**config.mk**
```make
export PLATFORM = sky130hd
export DESIGN_NAME = pic_uart_rx_flat
export DESIGN_NICKNAME = d
export VERILOG_FILES = /design/src/rtl/pic_uart_rx_if.sv /design/src/rtl/pic_uart_rx.sv /design/src/flat_wrapper.sv
export SDC_FILE = /design/constraint.sdc
export NUM_CORES = 1
export LEC_CHECK = 0
export ABC_AREA = 1
export BUFFER_PORTS_ARGS = -buffer_cell sky130_fd_sc_hd__buf_2
export CORE_ASPECT_RATIO = 0.8
export CORE_MARGIN = 4
export CORE_UTILIZATION = 35
export CTS_CLUSTER_DIAMETER = 120
export DETAILED_ROUTE_END_ITERATION = 7
export PLACE_DENSITY = 0.61
export RECOVER_POWER = 50
export SYNTH_ARGS = -nofsm -noshare
export SYNTH_HDL_FRONTEND = slang
export SYNTH_SLANG_ARGS = --single-unit
```
**constraint.sdc**
```tcl
create_clock -name clock -period 1.2 [get_ports clock]
set_input_delay 0.18 -clock clock [delete_from_list [all_inputs] [get_ports clock]]
set_output_delay 0.18 -clock clock [all_outputs]
set_load 0.005 [all_outputs]
```
**src/rtl/pic_uart_rx_if.sv**
```systemverilog
// pic_uart_rx_if: serial line and receive-status bundle for pic_uart_rx.
// Ports (signals):
//   u_rx      serial line into the receiver (idle high, 8N1, LSB first)
//   rx_ready  one-cycle strobe, rx_byte holds a new good byte
//   rx_byte   last correctly framed byte
//   frame_err one-cycle strobe, stop bit sampled low
//   rx_busy   receiver is inside a frame
// Modports: slave = receiver side, master = line driver / status consumer.
interface pic_uart_rx_if;
    logic       u_rx;
    logic       rx_ready;
    logic [7:0] rx_byte;
    logic       frame_err;
    logic       rx_busy;
    modport master (output u_rx, input rx_ready, rx_byte, frame_err, rx_busy);
    modport slave (input u_rx, output rx_ready, rx_byte, frame_err, rx_busy);
endinterface

```
**src/rtl/pic_uart_rx.sv**
```systemverilog
// pic_uart_rx: 8N1 UART receiver with 2-flop synchronizer and mid-bit sampling.
// Ports:
//   clock    sole clock
//   reset_n  asynchronous active-low reset
//   bus      pic_uart_rx_if.slave: u_rx in; rx_ready, rx_byte, frame_err, rx_busy out
// Parameter CLKS_PER_BIT: clocks per bit, even, 4..254.
// Macro PIC_UART_RX_MAJORITY_EN: each bit decision is the 2-of-3 majority of
// the synchronized line around mid-bit, taken one clock later than the plain
// single-sample decision.
module pic_uart_rx #(
    parameter int CLKS_PER_BIT = 8
) (
    input logic          clock,
    input logic          reset_n,
    pic_uart_rx_if.slave bus
);
    localparam int CW = $clog2(CLKS_PER_BIT);
    localparam logic [CW-1:0] FULL = CW'(CLKS_PER_BIT - 1);
`ifdef PIC_UART_RX_MAJORITY_EN
    localparam logic [CW-1:0] HALF = CW'(CLKS_PER_BIT / 2);
`else
    localparam logic [CW-1:0] HALF = CW'(CLKS_PER_BIT / 2 - 1);
`endif
    typedef enum logic [2:0] {WAIT_IDLE, IDLE, START, DATA, STOP} state_t;
    state_t state, state_n;
    logic s1, u_s, tick, bit_s, done_ok, done_bad;
    logic [CW-1:0] cnt;
    logic [2:0] idx;
    logic [7:0] shift;
`ifdef PIC_UART_RX_MAJORITY_EN
    // hist[0] is u_s one clock ago (mid), hist[1] two clocks ago (mid-1)
    logic [1:0] hist;
    always_ff @(posedge clock or negedge reset_n) begin
        if (!reset_n) hist <= 2'b11;
        else hist <= {hist[0], u_s};
    end
    assign bit_s = (hist[1] & hist[0]) | (u_s & (hist[1] | hist[0]));
`else
    assign bit_s = u_s;
`endif
    assign tick = cnt == '0;
    assign bus.rx_busy = state inside {START, DATA, STOP};
    always_comb begin
        state_n = state;
        case (state)
            WAIT_IDLE: state_n = u_s ? IDLE : WAIT_IDLE;
            IDLE:      state_n = u_s ? IDLE : START;
            START:     state_n = !tick ? START : (bit_s ? IDLE : DATA);
            DATA:      state_n = (tick && idx == 3'd7) ? STOP : DATA;
            STOP:      state_n = !tick ? STOP : (bit_s ? IDLE : WAIT_IDLE);
            default:   state_n = WAIT_IDLE;
        endcase
    end
    // Strobes are issued the clock after the stop decision so the FSM is
    // already back in IDLE and can catch an immediately following start edge.
    always_ff @(posedge clock or negedge reset_n) begin
        if (!reset_n) begin
            s1            <= 1'b1;
            u_s           <= 1'b1;
            state         <= WAIT_IDLE;
            cnt           <= '0;
            idx           <= '0;
            shift         <= '0;
            done_ok       <= 1'b0;
            done_bad      <= 1'b0;
            bus.rx_ready  <= 1'b0;
            bus.frame_err <= 1'b0;
            bus.rx_byte   <= '0;
        end else begin
            s1            <= bus.u_rx;
            u_s           <= s1;
            state         <= state_n;
            cnt           <= (state == IDLE) ? HALF : (tick ? FULL : cnt - CW'(1));
            idx           <= (state != DATA) ? 3'd0 : (tick ? idx + 3'd1 : idx);
            shift         <= (state == DATA && tick) ? {bit_s, shift[7:1]} : shift;
            done_ok       <= state == STOP && tick && bit_s;
            done_bad      <= state == STOP && tick && !bit_s;
            bus.rx_ready  <= done_ok;
            bus.frame_err <= done_bad;
            bus.rx_byte   <= done_ok ? shift : bus.rx_byte;
        end
    end
endmodule

```
**src/flat_wrapper.sv**
```systemverilog
// flat-port wrapper written by rule: the top's interface ports become plain ports
module pic_uart_rx_flat 
#(
    parameter int CLKS_PER_BIT = 8
)
  (clock, reset_n, bus_u_rx, bus_rx_ready, bus_rx_byte, bus_frame_err, bus_rx_busy);
  pic_uart_rx_if bus_i ();
  input logic clock;
  input logic reset_n;
  input wire logic [$bits(bus_i.u_rx)-1:0] bus_u_rx;
  output wire logic [$bits(bus_i.rx_ready)-1:0] bus_rx_ready;
  output wire logic [$bits(bus_i.rx_byte)-1:0] bus_rx_byte;
  output wire logic [$bits(bus_i.frame_err)-1:0] bus_frame_err;
  output wire logic [$bits(bus_i.rx_busy)-1:0] bus_rx_busy;
  assign bus_i.u_rx = bus_u_rx;
  assign bus_rx_ready = bus_i.rx_ready;
  assign bus_rx_byte = bus_i.rx_byte;
  assign bus_frame_err = bus_i.frame_err;
  assign bus_rx_busy = bus_i.rx_busy;
  pic_uart_rx #(.CLKS_PER_BIT(CLKS_PER_BIT)) u_core (.clock(clock), .reset_n(reset_n), .bus(bus_i));
endmodule
```
==> results.yml <==
global_route:
  grt_pass1_wl_um: 3980
  grt_pass1_vias: 887
  grt_max_degree: 32
  grt_overflow: 0
  antenna_found_initial: 0
  track_usage: 0.120
job:
  maxCapViolCount: 0
critical_path:
  critPathMaxFanout: 2
  slowest_delay_ns: 0.41
  worst-path-buf-inv: 1
  critPathKind: "reg2out"
  crit_path_cell_trace: "nor2_2 -> nand2_2 -> nand2_1 -> buf_2"
  worstPathArrival_ns: 1.06
  startpoint_type: "flip-flop"
  critPathTopFamily: "flip-flops"
  end_kind: "output port"
  cp.required_ns: 1.02
  slowest_stage: "dfrtp_2"
power_and_ir_drop:
  power_w: 0.00314
  power_density_nw_per_um2: 1890
  p_int_w: 0.00213
  clkPwrFrac: 0.281
  switching_share: 0.323
  p_leak_nw: 0.890
  sequentialPowerShare: 0.418
  ir_drop_mv: 0.696
  p_switching_w: 0.00101
  comb_power_share: 0.301
route:
  wl_um: 2380
  dr.pass1.iters: 4
  vias: 927
  routedWlPerCell_um: 11.9
  drt_iter0_drc: 43
  drc: 0
  viasPerCell: 4.64
  ant_nets: 0
min_path:
  min_path_type: "reg2reg"
clock_tree:
  cts_made_buffers: 5
  clk_latency_ns: 0.28
  cts.sinks: 31
  cts_root_buffer: "clkbuf_8"
  ctsHtreeMaxLevel: 2
  clkTransAtPathRegs_ns: 0.06
  cts_tree: "built"
  clockBufferDepth: 2
timing:
  fin_ws_ns: -0.0423
  relSlewSlack: 0.560
  period_share: 1.04
  worst_pin_slew_ns: 0.660
  hold_viol: 0
  tns_ns: -0.159
  setup_viol_count_final: 13
  timing.hold.ws_ns: 0.355
  drv_slew: 0
  skew_ns: 0.00493
  rsz0062_at_grt: "yes"
  fin_crit_ns: 1.24
  fmax_mhz: 805
yosys:
  synthCells: 122
  synth-edff-count: 0
  ys_top_cells_by_area: "dfrtp_1, nand2_1, nand3_1"
  synth-seq-cells: 31
  synth.most_common_cell: "dfrtp_1"
  synth_flop_cell: "dfrtp_1"
  avgSynthCellArea_um2: 10.5
  syn_nets: 129
  yosys_warnings: 0
  synth_top_area_frac: 0.567
  synth_cell_types: 17
  synth_area_um2: 1280
  synthTopCellsByCount: "dfrtp_1, nand2_1, nand3_1"
  yosysSeqAreaShare: 0.608
  synth_top_area_cell: "dfrtp_1"
  ys_async_sr_fraction: 1.00
die:
  fp-row-count: 19
  core_area_um2: 3470
  dieWidth_um: 75.6
  die_area_um2: 4690
  die_h_um: 62.1
  initial_utilization: 0.369
  ios: 14
status:
  status: "complete, but fails checks"
  violations: "setup timing"
cells_and_area:
  synthToLayoutAreaGrowth_pct: 30.0
  finish.net_count: 164
  drive_gt1_frac: 0.437
  num_antenna_cells: 0
place:
  dpl.hpwl_um: 1550
  portBuffers: 13
  place_ws_ns: 0.00909
  gp_congestion: 0.785
-- routing by layer --
layer,routed length (um),vias to the layer above,share of wire,global-route usage
met4,84,0,0.035,0.0798
met1,1080,439,0.46,0.138
met2,1100,17,0.46,0.186
met5,0,-,0,0
li1,-,462,-,-
met3,109,9,0.046,0.0482
-- final timing paths --
path,from,end,slack [ns],cells after the start
setup / recovery,u_core.state[0],bus_rx_busy,-0.04,4
hold / removal,u_core.done_bad,u_core.bus.frame_err,0.36,0
setup reg to reg,u_core.cnt[0],u_core.shift[7],-0.02,7
hold reg to reg,u_core.done_bad,u_core.bus.frame_err,0.36,0
max in group asynchronous,reset_n,u_core.state[1],0.19,3
min in group asynchronous,reset_n,u_core.cnt[0],0.55,3
-- cell families after synthesis --
| family | after synthesis | synth area share |
|---|---|---|
| multiplexers | 5 | 0.0440 |
| buffers and inverters | 14 | 0.0479 |
| adder cells (fa/ha/maj) | 4 | 0.0391 |
| AO/OA/AOI/OAI | 9 | 0.0508 |
| AND/OR/NAND/NOR | 59 | 0.210 |
| flip-flops | 31 | 0.608 |
-- layout by cell type, fill, tap and decap left out, types with 3 or more instances in the layout --
cell / synthesis / final
nor2_1: 11 / 9
clkbuf_8: 0 / 7
o21ai_2: 5 / 5
mux2_2: 5 / 5
nor3_1: 3 / 3
dfrtp_1: 29 / 26
nand2_2: 2 / 6
ha_1: 4 / 3
a21oi_1: 3 / 3
buf_4: 0 / 11
inv_2: 0 / 5
dfrtp_2: 0 / 3
nand2_1: 27 / 23
buf_2: 1 / 14
inv_1: 12 / 7
nand3_1: 13 / 11
-- worst register-to-register path, delay by kind of cell, from the launching register on --
kind | cells | cell delay (ns)
flip-flops | 1 | 0.38
AO/OA/AOI/OAI | 1 | 0.05
buffers and inverters | 2 | 0.12
AND/OR/NAND/NOR | 3 | 0.39
adder cells (fa/ha/maj) | 1 | 0.16
-- state kept, by name, summed over array words and instances, names as in the netlist --
signal	count
u_core.bit_s	1
u_core.bus.frame_err	1
u_core.bus.rx_byte	8
u_core.bus.rx_ready	1
u_core.cnt	3
u_core.done_bad	1
u_core.done_ok	1
u_core.idx	3
u_core.s1	1
u_core.shift	8
u_core.state	3
-- metrics by stage --
step                      std cells  area, um2   util
after floorplan                 122       1290      -
after global placement          180       1430  0.412
after detailed placement        180       1430  0.412
after CTS                       197       1610  0.464
after global routing            200       1660  0.479
final                           200       1660  0.479
-- repair_timing --
| action | in CTS | in global routing |
|---|---|---|
| setup endpoints to repair | 9 | 13 |
| gates resized for setup | 4 | 12 |
| pin swaps | 3 | 11 |
| gates cloned | 0 | 1 |
| hold endpoints to repair | 30 | 0 |
| hold buffers | 2 | 0 |
| setup buffers | 7 | 2 |
-- power groups by stage --
| stage | clock, W | sequential, W | combinational, W |
|---|---|---|---|
| final | 0.000882 | 0.00131 | 0.000944 |
| after global routing | 0.000958 | 0.00133 | 0.00107 |
| after CTS | 0.000906 | 0.00130 | 0.000827 |
| after detailed placement | 0 | 0.00135 | 0.000686 |
| after global placement | 0 | 0.00135 | 0.000668 |
| after floorplan | 0 | 0.00132 | 0.000517 |
-- final cells by class --
type	instances	area [um2]
Inverter	12	45.0
Multi-Input combinational cell	78	489
Timing Repair Buffer	29	195
Clock buffer	8	100
Fill cell	308	1810
Tap cell	42	52.6
Sequential cell	31	782
(Power assumes the default switching activity.)
